`config.mk`:
```
export PLATFORM = sky130hd
export DESIGN_NAME = sprite_rgb_gen
export DESIGN_NICKNAME = d
export VERILOG_FILES = /design/src/rtl/lcd_pkg.sv /design/src/rtl/btn_debounce.sv /design/src/rtl/sprite_rgb_gen.sv
export SDC_FILE = /design/constraint.sdc
export NUM_CORES = 1
export LEC_CHECK = 0
export CORE_MARGIN = 4
export CORE_UTILIZATION = 25
export CTS_BUF_LIST = sky130_fd_sc_hd__clkbuf_8
export DETAILED_ROUTE_END_ITERATION = 8
export PLACE_DENSITY_LB_ADDON = 0.12
export SLEW_MARGIN = 20
export SYNTH_ARGS = -nofsm -noshare
export SYNTH_HDL_FRONTEND = slang
export SYNTH_SLANG_ARGS = --single-unit
```
`constraint.sdc`:
```
create_clock -name clk -period 5.4 [get_ports clk]
set_input_delay 1.08 -clock clk [delete_from_list [all_inputs] [get_ports clk]]
set_output_delay 1.08 -clock clk [all_outputs]
set_load 0.02 [all_outputs]
```
`src/rtl/lcd_pkg.sv`:
```
// Shared LCD timing, colour widths and pixel types for the TFT colour stage.
// The sprite generator and its button front-end both import this package.
package lcd_pkg;

  localparam int H_START = 43;
  localparam int V_START = 12;
  localparam int H_ACT   = 480;
  localparam int V_ACT   = 272;

  localparam int R_W = 5;
  localparam int G_W = 6;
  localparam int B_W = 5;

  typedef struct packed {
    logic [R_W-1:0] r;
    logic [G_W-1:0] g;
    logic [B_W-1:0] b;
  } rgb565_t;

  typedef enum logic [1:0] {
    DIR_LEFT  = 2'd0,
    DIR_UP    = 2'd1,
    DIR_DOWN  = 2'd2,
    DIR_RIGHT = 2'd3
  } dir_e;

  localparam rgb565_t RGB_WHITE = '{r: '1, g: '1, b: '1};

  // Each bit of the bar index switches one primary fully on: bit2 red, bit1 green, bit0 blue.
  function automatic rgb565_t bar_colour(input logic [2:0] bar);
    rgb565_t c;
    c.r = {R_W{bar[2]}};
    c.g = {G_W{bar[1]}};
    c.b = {B_W{bar[0]}};
    return c;
  endfunction

endpackage

```
`src/rtl/btn_debounce.sv`:
```
// Button front-end: 2-FF synchronizer, stable-time debouncer and a one-cycle
// pulse on each debounced rising edge.
module btn_debounce #(
  parameter int DB_CYCLES = 90000
) (
  input  logic clk_i,
  input  logic rst_i,
  input  logic btn_i,
  output logic press_o
);

  localparam int CW = $clog2(DB_CYCLES + 1);

  logic [1:0]    sync_q;
  logic          level_q, level_d;
  logic [CW-1:0] cnt_q, cnt_d;
  logic          press_q, press_d;

  // The counter measures how long the synchronized input has disagreed with the
  // accepted level; any agreeing sample restarts the measurement.
  always_comb begin
    cnt_d   = cnt_q;
    level_d = level_q;
    press_d = 1'b0;
    if (sync_q[1] == level_q) begin
      cnt_d = '0;
    end else if (cnt_q == CW'(DB_CYCLES - 1)) begin
      cnt_d   = '0;
      level_d = sync_q[1];
      press_d = sync_q[1];
    end else begin
      cnt_d = cnt_q + 1'b1;
    end
  end

  always_ff @(posedge clk_i) begin
    if (rst_i) begin
      sync_q  <= '0;
      level_q <= 1'b0;
      cnt_q   <= '0;
      press_q <= 1'b0;
    end else begin
      sync_q  <= {sync_q[0], btn_i};
      level_q <= level_d;
      cnt_q   <= cnt_d;
      press_q <= press_d;
    end
  end

  assign press_o = press_q;

endmodule

```
`src/rtl/sprite_rgb_gen.sv`:
```
// Colour stage for the TFT controller: vertical colour bars with a white square
// sprite moved once per frame by four debounced push-buttons.
module sprite_rgb_gen #(
  parameter int H_START   = lcd_pkg::H_START,
  parameter int V_START   = lcd_pkg::V_START,
  parameter int H_ACT     = lcd_pkg::H_ACT,
  parameter int V_ACT     = lcd_pkg::V_ACT,
  parameter int BOX       = 32,
  parameter int STEP      = 4,
  parameter int DB_CYCLES = 90000
) (
  input  logic       clk,
  input  logic       rst,
  input  logic       DE,
  input  logic [9:0] HsyncCount,
  input  logic [8:0] VsyncCount,
  input  logic       Left,
  input  logic       Up,
  input  logic       Down,
  input  logic       Right,
  output logic [4:0] R,
  output logic [5:0] G,
  output logic [4:0] B,
  output logic       DE_d,
  output logic [8:0] pos_x,
  output logic [8:0] pos_y
);

  import lcd_pkg::*;

  localparam logic signed [9:0] X_MAX  = 10'(H_ACT - BOX);
  localparam logic signed [9:0] Y_MAX  = 10'(V_ACT - BOX);
  localparam logic signed [9:0] STEP_S = 10'(STEP);
  localparam logic [8:0]        X_RST  = 9'((H_ACT - BOX) / 2);
  localparam logic [8:0]        Y_RST  = 9'((V_ACT - BOX) / 2);

  logic [3:0] btnRaw;
  logic [3:0] press;
  assign btnRaw = {Right, Down, Up, Left};

  for (genvar i = 0; i < 4; i++) begin : g_btn
    btn_debounce #(.DB_CYCLES(DB_CYCLES)) u_db (
      .clk_i  (clk),
      .rst_i  (rst),
      .btn_i  (btnRaw[i]),
      .press_o(press[i])
    );
  end

  logic              frame_tick;
  logic [3:0]        pend_q, pend_d;
  logic [8:0]        pos_x_q, pos_x_d, pos_y_q, pos_y_d;
  logic signed [9:0] dx, dy, xSum, ySum;
  logic [8:0]        xNext, yNext;

  assign frame_tick = (HsyncCount == 10'd0) && (VsyncCount == 9'd0);

  // Opposing requests cancel; a press landing on the tick itself survives the
  // clear so it is applied one frame later.
  always_comb begin
    dx = '0;
    dy = '0;
    if (pend_q[DIR_RIGHT] && !pend_q[DIR_LEFT]) dx = STEP_S;
    else if (pend_q[DIR_LEFT] && !pend_q[DIR_RIGHT]) dx = -STEP_S;
    if (pend_q[DIR_DOWN] && !pend_q[DIR_UP]) dy = STEP_S;
    else if (pend_q[DIR_UP] && !pend_q[DIR_DOWN]) dy = -STEP_S;

    xSum = $signed({1'b0, pos_x_q}) + dx;
    ySum = $signed({1'b0, pos_y_q}) + dy;

    if (xSum < 0)          xNext = '0;
    else if (xSum > X_MAX) xNext = X_MAX[8:0];
    else                   xNext = xSum[8:0];

    if (ySum < 0)          yNext = '0;
    else if (ySum > Y_MAX) yNext = Y_MAX[8:0];
    else                   yNext = ySum[8:0];

    pend_d  = frame_tick ? press : (pend_q | press);
    pos_x_d = frame_tick ? xNext : pos_x_q;
    pos_y_d = frame_tick ? yNext : pos_y_q;
  end

  logic [9:0] px;
  logic [8:0] py;
  logic       inBox;
  rgb565_t    rgb_d, rgb_q;
  logic       de_q;

  always_comb begin
    px    = HsyncCount - 10'(H_START);
    py    = VsyncCount - 9'(V_START);
    inBox = (px >= {1'b0, pos_x_q}) && (px < ({1'b0, pos_x_q} + 10'(BOX))) &&
            ({1'b0, py} >= {1'b0, pos_y_q}) && ({1'b0, py} < ({1'b0, pos_y_q} + 10'(BOX)));
    rgb_d = '0;
    if (DE) rgb_d = inBox ? RGB_WHITE : bar_colour(px[8:6]);
  end

  always_ff @(posedge clk) begin
    if (rst) begin
      pend_q  <= '0;
      pos_x_q <= X_RST;
      pos_y_q <= Y_RST;
      rgb_q   <= '0;
      de_q    <= 1'b0;
    end else begin
      pend_q  <= pend_d;
      pos_x_q <= pos_x_d;
      pos_y_q <= pos_y_d;
      rgb_q   <= rgb_d;
      de_q    <= DE;
    end
  end

  assign R     = rgb_q.r;
  assign G     = rgb_q.g;
  assign B     = rgb_q.b;
  assign DE_d  = de_q;
  assign pos_x = pos_x_q;
  assign pos_y = pos_y_q;

endmodule

```
==> impl_metrics.py, run 1 <==
metrics = {
    "hold_path": {
        "whs_endpoint": "pend_q[2]$_SDFF_PP0_",
        "min_path_cells": 2,
        "min_from": "g_btn[2].u_db.press_o$_SDFF_PP0_",
        "worstHoldPathType": "reg2reg",
    },
    "sta": {
        "max-slew-margin-rel_pct": 49.4,
        "final.period_utilization_pct": 64.6,
        "rsz0062_at_grt": "false",
        "slew_violations": 0,
        "worstMarginPinSlew_ns": 0.760,
        "fin_setup_tns_ns": 0,
        "timing.final.ws_setup_ns": 1.91,
        "min_period_ns": 3.49,
        "final_hold_viol_count": 0,
        "finalSetupViolCount": 0,
        "skew_ns": 0.0123,
        "max_freq_mhz": 286,
    },
    "setup_path": {
        "timing.setup.critical_path_class": "in2reg",
        "r2r_slack_ns": 2.33,
        "critPathBufInv": 1,
        "cp-end-kind": "register",
        "worstPathMaxFanout": 4,
        "crit_arrival_ns": 3.81,
        "path_cells": "clkdlybuf4s50_1 > ha_1 > o21a_1 > o21ai_0 > xor2_1 > ha_1 > nor2b_1 > a221o_1 > a211oi_1 > o211ai_1 > nand2_1",
        "regToRegStartpoint": "pend_q[2]$_SDFF_PP0_",
        "worstPathRequired_ns": 5.72,
        "path_common_cell": "ha_1",
        "slowest_delay_ns": 0.46,
        "cp_top_family": "compound AO/OA/AOI/OAI gates",
        "worst_r2r_path_depth": 12,
        "crit_slowest_cell": "clkdlybuf4s50_1",
        "cp-start-kind": "input pin",
        "regToRegEndpoint": "pos_y[4]$_SDFFE_PP1P_",
    },
    "detailed_routing": {
        "drt_wl_total_um": 12200,
        "via_per_inst": 4.44,
        "ant_nets": 0,
        "first_pass_iters": 6,
        "vias": 4644,
        "wl_per_cell_um": 11.7,
        "drt-initial-drc-count": 175,
        "drc": 0,
    },
    "layout": {
        "final_common_cell": "nor2_1",
        "syn_to_final_growth_pct": 16.9,
        "layout-drive-gt1-share_pct": 3.14,
        "antennaDiodeCount": 0,
        "final_cell_mix": "nor2_1, dfxtp_1, clkdlybuf4s50_1",
        "stdcell_area_mm2": 0.00689,
        "nets": 808,
    },
    "synthesis": {
        "synth_cell_types": 57,
        "synth-edff-count": 0,
        "synth_area_mm2": 0.00589,
        "yosysWarnings": 0,
        "ys_ff_latch": 106,
        "yosys.area.top_type": "dfxtp_1",
        "synth_top_area_share_pct": 36.0,
        "postSynthCellCount": 688,
        "ys.flop_type": "dfxtp_1",
        "synth.area.top_cells": "dfxtp_1, ha_1, nor2_1, xnor2_1, xor2_1",
        "ys_async_sr_fraction_pct": 0,
        "avgSynthCellArea_um2": 8.56,
        "yosysSeqAreaShare_pct": 36.0,
    },
    "grt": {
        "grt_overflow": 0,
        "grt_use_total_pct": 9.46,
        "top_usage_layer": "met2",
        "grt_pass1_wl_um": 20800,
        "grt_util_met3_pct": 2.17,
        "grt_start_max_net_pins": 39,
        "antenna_found_initial": 0,
        "grt_pass1_vias": 4430,
        "grtUsageMet1_pct": 12.3,
        "gr-usage-met2_pct": 15.7,
    },
    "die": {
        "io_pins": 61,
        "dieHeight_um": 162,
        "die_area_mm2": 0.0261,
        "start_util_pct": 25.7,
        "rows": 55,
        "die_w_um": 162,
        "core_mm2": 0.0229,
    },
    "job": {
        "maxCapViolCount": 0,
    },
    "clocking": {
        "cts-root-buf": "clkbuf_8",
        "numCtsBuffers": 9,
        "cts_hold_buffers": 0,
        "cts_buffer_depth": 2,
        "cts_setup_buffers": 0,
        "htree_levels": 3,
        "clock_sinks": 106,
        "cts_tree": "built",
        "clk_pin_slew_ns": 0.09,
        "worstSkewPairLatency_ns": 0.38,
        "cts.repair.resized": 0,
    },
    "placed_design": {
        "post-place-ws_ns": 1.51,
        "portBuffers": 56,
        "placed_cell_area_mm2": 0.00668,
        "place_hpwl_um": 9280,
        "place.gp.congestion": 0.814,
    },
    "power": {
        "leakage_uw": 0.00256,
        "p_per_area_mw_per_mm2": 212,
        "ir_drop_mv": 0.100,
    },
    "status": {
        "status": "complete, no violations",
    },
}
## cell type report
| class | instances | area [µm²] |
|---|---|---|
| clock inverter | 4 | 76.3 |
| multi-input combinational | 516 | 3450 |
| inverter | 41 | 154 |
| timing repair buffer | 56 | 556 |
| sequential | 106 | 2120 |
| tap | 313 | 392 |
| clock buffer | 10 | 138 |
| fill | 2417 | 16000 |
## worst register-to-register path, stage by stage (launching register included)
cell	delay, ns
dfxtp_1	0.34
inv_1	0.05
ha_1	0.26
inv_1	0.09
ha_1	0.20
inv_1	0.06
fa_1	0.40
nor2b_1	0.21
o221a_2	0.25
nor4_1	0.05
a311oi_1	0.61
nand2_1	0.11
a221o_1	0.34
## synth_stat cells, types with 2 or more instances
cell / count
a2111oi_0: 2
a211oi_1: 8
a21o_1: 7
a21oi_1: 24
a221o_1: 5
a22o_1: 2
a311oi_1: 2
and2_1: 2
and3_1: 17
and4_1: 2
buf_2: 4
buf_4: 17
clkbuf_1: 7
dfxtp_1: 106
fa_1: 2
ha_1: 50
inv_1: 41
mux2i_1: 5
nand2_1: 42
nand2b_1: 3
nand3_1: 34
nand3b_1: 3
nand4_1: 14
nor2_1: 114
nor2b_1: 13
nor3_1: 11
nor3b_1: 4
nor4_1: 5
nor4b_1: 5
o211ai_1: 5
o21ai_0: 17
o22ai_1: 3
or2_2: 2
or3_1: 3
or4_1: 2
xnor2_1: 45
xor2_1: 40
## through the flow
stage	power, µW	utilization, %	hold slack (ns)	instances
global route	1530	30.1	0.464	1046
CTS	1490	30.1	0.444	1046
floorplan	892	-	0.413	691
finish	1460	30.1	0.444	1046
detailed placement	938	29.1	0.430	1032
global placement	937	29.1	0.422	1032
## layer usage
layer,wire [µm],up-vias
met1,6060,2154
met2,5550,57
li1,-,2420
met5,0,-
met3,437,13
met4,159,0
## registers in the layout, summed over array words and instances (netlist names), 4 cells and up
name and count:
g_btn.u_db.level_q 4, g_btn.u_db.press_o 4, pos_x 7, g_btn.u_db.sync_q 8, g_btn.u_db.cnt_q 68, pend_q 4
pos_y 7
## cell families after synthesis
group | Yosys count | synth area share [%]
other cells | 1 | 0.0637
mux | 5 | 0.850
simple gates | 279 | 22.7
fa+ha+maj | 52 | 11.3
flops | 106 | 36.0
buf+inv | 69 | 5.57
compound gates | 91 | 10.8
xor+xnor | 85 | 12.6
## how the worst max path moves through the flow
stage,from,slack [ns],cells past startpoint,end
after detailed placement,HsyncCount[0],1.51,11,R[3]$_SDFF_PP0_
after global placement,HsyncCount[0],1.63,11,B[3]$_SDFF_PP0_
after floorplan,HsyncCount[0],2.31,10,B[3]$_SDFF_PP0_
after CTS,HsyncCount[0],1.92,11,R[3]$_SDFF_PP0_
after global routing,HsyncCount[0],1.73,11,R[3]$_SDFF_PP0_
final,HsyncCount[0],1.91,11,R[3]$_SDFF_PP0_
## power by group
part	switching, µW	internal (µW)	total, µW
clock	273	271	544
combinational	66.5	60.0	127
sequential	4.41	787	791
total	344	1120	1460
(Power assumes the default switching activity.)
==> run 2, diff against run 1 <==
- clock period: 5.4 -> 3.2 ns (I/O delays scaled with it)
==> impl_metrics.py, run 2 (synthesis results as in run 1) <==
metrics = {
    "sta": {
        "max_freq_mhz": 349,
        "fin_setup_tns_ns": 0,
        "rsz0062_at_grt": "false",
        "min_period_ns": 2.86,
        "finalSetupViolCount": 0,
        "max-slew-margin-rel_pct": 52.1,
        "skew_ns": 0.0140,
        "worstMarginPinSlew_ns": 0.719,
        "slew_violations": 0,
        "hold_slack_ns": 0.451,
        "final.period_utilization_pct": 89.4,
        "final_hold_viol_count": 0,
    },
    "setup_path": {
        "crit_slowest_cell": "clkdlybuf4s50_1",
        "path_common_cell": "ha_1",
        "r2r_slack_ns": 0.38,
        "cp_top_family": "compound AO/OA/AOI/OAI gates",
        "worstPathMaxFanout": 3,
        "regToRegStartpoint": "pend_q[3]$_SDFF_PP0_",
        "slowest_delay_ns": 0.43,
        "cp-start-kind": "input pin",
        "timing.setup.critical_path_class": "in2reg",
        "crit_arrival_ns": 3.19,
        "worst_r2r_path_depth": 13,
        "worstPathRequired_ns": 3.53,
        "critPathBufInv": 1,
        "path_cells": "clkdlybuf4s50_1 > ha_1 > o21a_1 > o21ai_0 > xor2_1 > ha_1 > nor2b_1 > a221o_1 > a211oi_1 > o211ai_1 > nand2_1",
        "regToRegEndpoint": "pos_x[2]$_SDFFE_PP0P_",
        "cp-end-kind": "register",
    },
    "die": {
        "die_area_mm2": 0.0261,
        "die_w_um": 162,
        "rows": 55,
        "io_pins": 61,
        "start_util_pct": 25.7,
        "dieHeight_um": 162,
        "core_mm2": 0.0229,
    },
    "hold_path": {
        "min_path_cells": 1,
        "whs_endpoint": "g_btn[3].u_db.cnt_q[0]$_SDFF_PP0_",
        "worstHoldPathType": "reg2reg",
        "min_from": "g_btn[3].u_db.cnt_q[0]$_SDFF_PP0_",
    },
    "clocking": {
        "cts.repair.resized": 0,
        "cts_tree": "built",
        "worstSkewPairLatency_ns": 0.38,
        "htree_levels": 3,
        "cts_setup_buffers": 0,
        "clock_sinks": 106,
        "cts-root-buf": "clkbuf_8",
        "clk_pin_slew_ns": 0.11,
        "cts_buffer_depth": 2,
        "cts_hold_buffers": 0,
        "numCtsBuffers": 9,
    },
    "power": {
        "p_sw_share_pct": 25.3,
        "p_comb_share_pct": 9.5,
        "ir_drop_mv": 0.166,
        "p_int_uw": 1810,
        "leakage_uw": 0.00264,
        "clkPwrFrac_pct": 35.4,
        "switching_power_uw": 613,
        "p_per_area_mw_per_mm2": 346,
        "seqPwrFrac_pct": 55.1,
    },
    "layout": {
        "regMostFlops": "g_btn.u_db.cnt_q",
        "largest_reg_flops": 68,
        "syn_to_final_growth_pct": 19.0,
        "nets": 826,
        "final-seq-area_mm2": 0.00212,
        "final_common_cell": "nor2_1",
        "nFillCells": 2414,
        "largest_registers": "g_btn.u_db.cnt_q x68, g_btn.u_db.sync_q x8",
        "final_cell_mix": "nor2_1, dfxtp_1, clkdlybuf4s50_1",
        "multi_input_area_mm2": 0.00345,
        "antennaDiodeCount": 0,
        "layout-drive-gt1-share_pct": 5.71,
    },
    "placed_design": {
        "portBuffers": 56,
        "place_hpwl_um": 9780,
        "place.gp.congestion": 0.777,
    },
    "grt": {
        "grt_use_total_pct": 9.91,
        "grt_pass1_wl_um": 21900,
        "antenna_found_initial": 0,
        "grt_start_max_net_pins": 39,
        "grt_overflow": 0,
        "grt_pass1_vias": 4687,
    },
    "detailed_routing": {
        "drt_wl_total_um": 12700,
        "drc": 0,
        "vias": 4721,
        "first_pass_iters": 4,
        "drt-initial-drc-count": 214,
        "wl_per_cell_um": 11.9,
        "via_per_inst": 4.43,
        "ant_nets": 0,
    },
    "job": {
        "maxCapViolCount": 0,
    },
    "status": {
        "status": "complete, no violations",
    },
}
## run 2: per-layer routing
metal  track usage [%]  vias to the layer above  routed length [µm]
li1                  -                     2464                   -
met1              13.0                     2181                6270
met2              16.5                       64                5860
met3              2.12                       12                 437
met4              2.75                        0                 149
met5                 0                        -                   0
## run 2: how the worst max path moves through the flow
stage,startpoint,end,slack (ns),depth (start not counted)
floorplan,pend_q[2]$_SDFF_PP0_,pos_y[4]$_SDFFE_PP1P_,0.54,12
global placement,HsyncCount[0],B[3]$_SDFF_PP0_,0.03,11
detailed placement,HsyncCount[0],G[4]$_SDFF_PP0_,-0.07,11
CTS,pend_q[3]$_SDFF_PP0_,pos_x[2]$_SDFFE_PP0P_,0.31,13
global route,pend_q[3]$_SDFF_PP0_,pos_x[2]$_SDFFE_PP0P_,0.08,13
finish,HsyncCount[0],G[4]$_SDFF_PP0_,0.34,11
## run 2: final cells by class
type,count,share of cell area (%)
repair buffers,74,9.85
inverters,41,2.20
multi-input cells,516,49.3
flip-flops and latches,106,30.3
well taps,313,5.59
clock inverters,7,1.07
clock buffers,9,1.77
## run 2: power groups by stage
| stage | clock, µW | sequential (µW) | combinational [µW] |
|---|---|---|---|
| finish | 859 | 1340 | 231 |
| global route | 951 | 1340 | 258 |
| CTS | 908 | 1340 | 235 |
| detailed placement | 0 | 1370 | 233 |
| global placement | 0 | 1370 | 232 |
| floorplan | 0 | 1370 | 136 |
## run 2: per-stage QoR
stage	setup slack (ns)	area [µm²]	utilization (%)	total power (µW)	std cells
after floorplan	0.541	5900	-	1510	691
after global placement	0.0344	6810	29.7	1600	1050
after detailed placement	-0.0663	6810	29.7	1600	1050
after CTS	0.313	7010	30.6	2480	1066
after global routing	0.0804	7010	30.6	2550	1066
final	0.338	7010	30.6	2430	1066
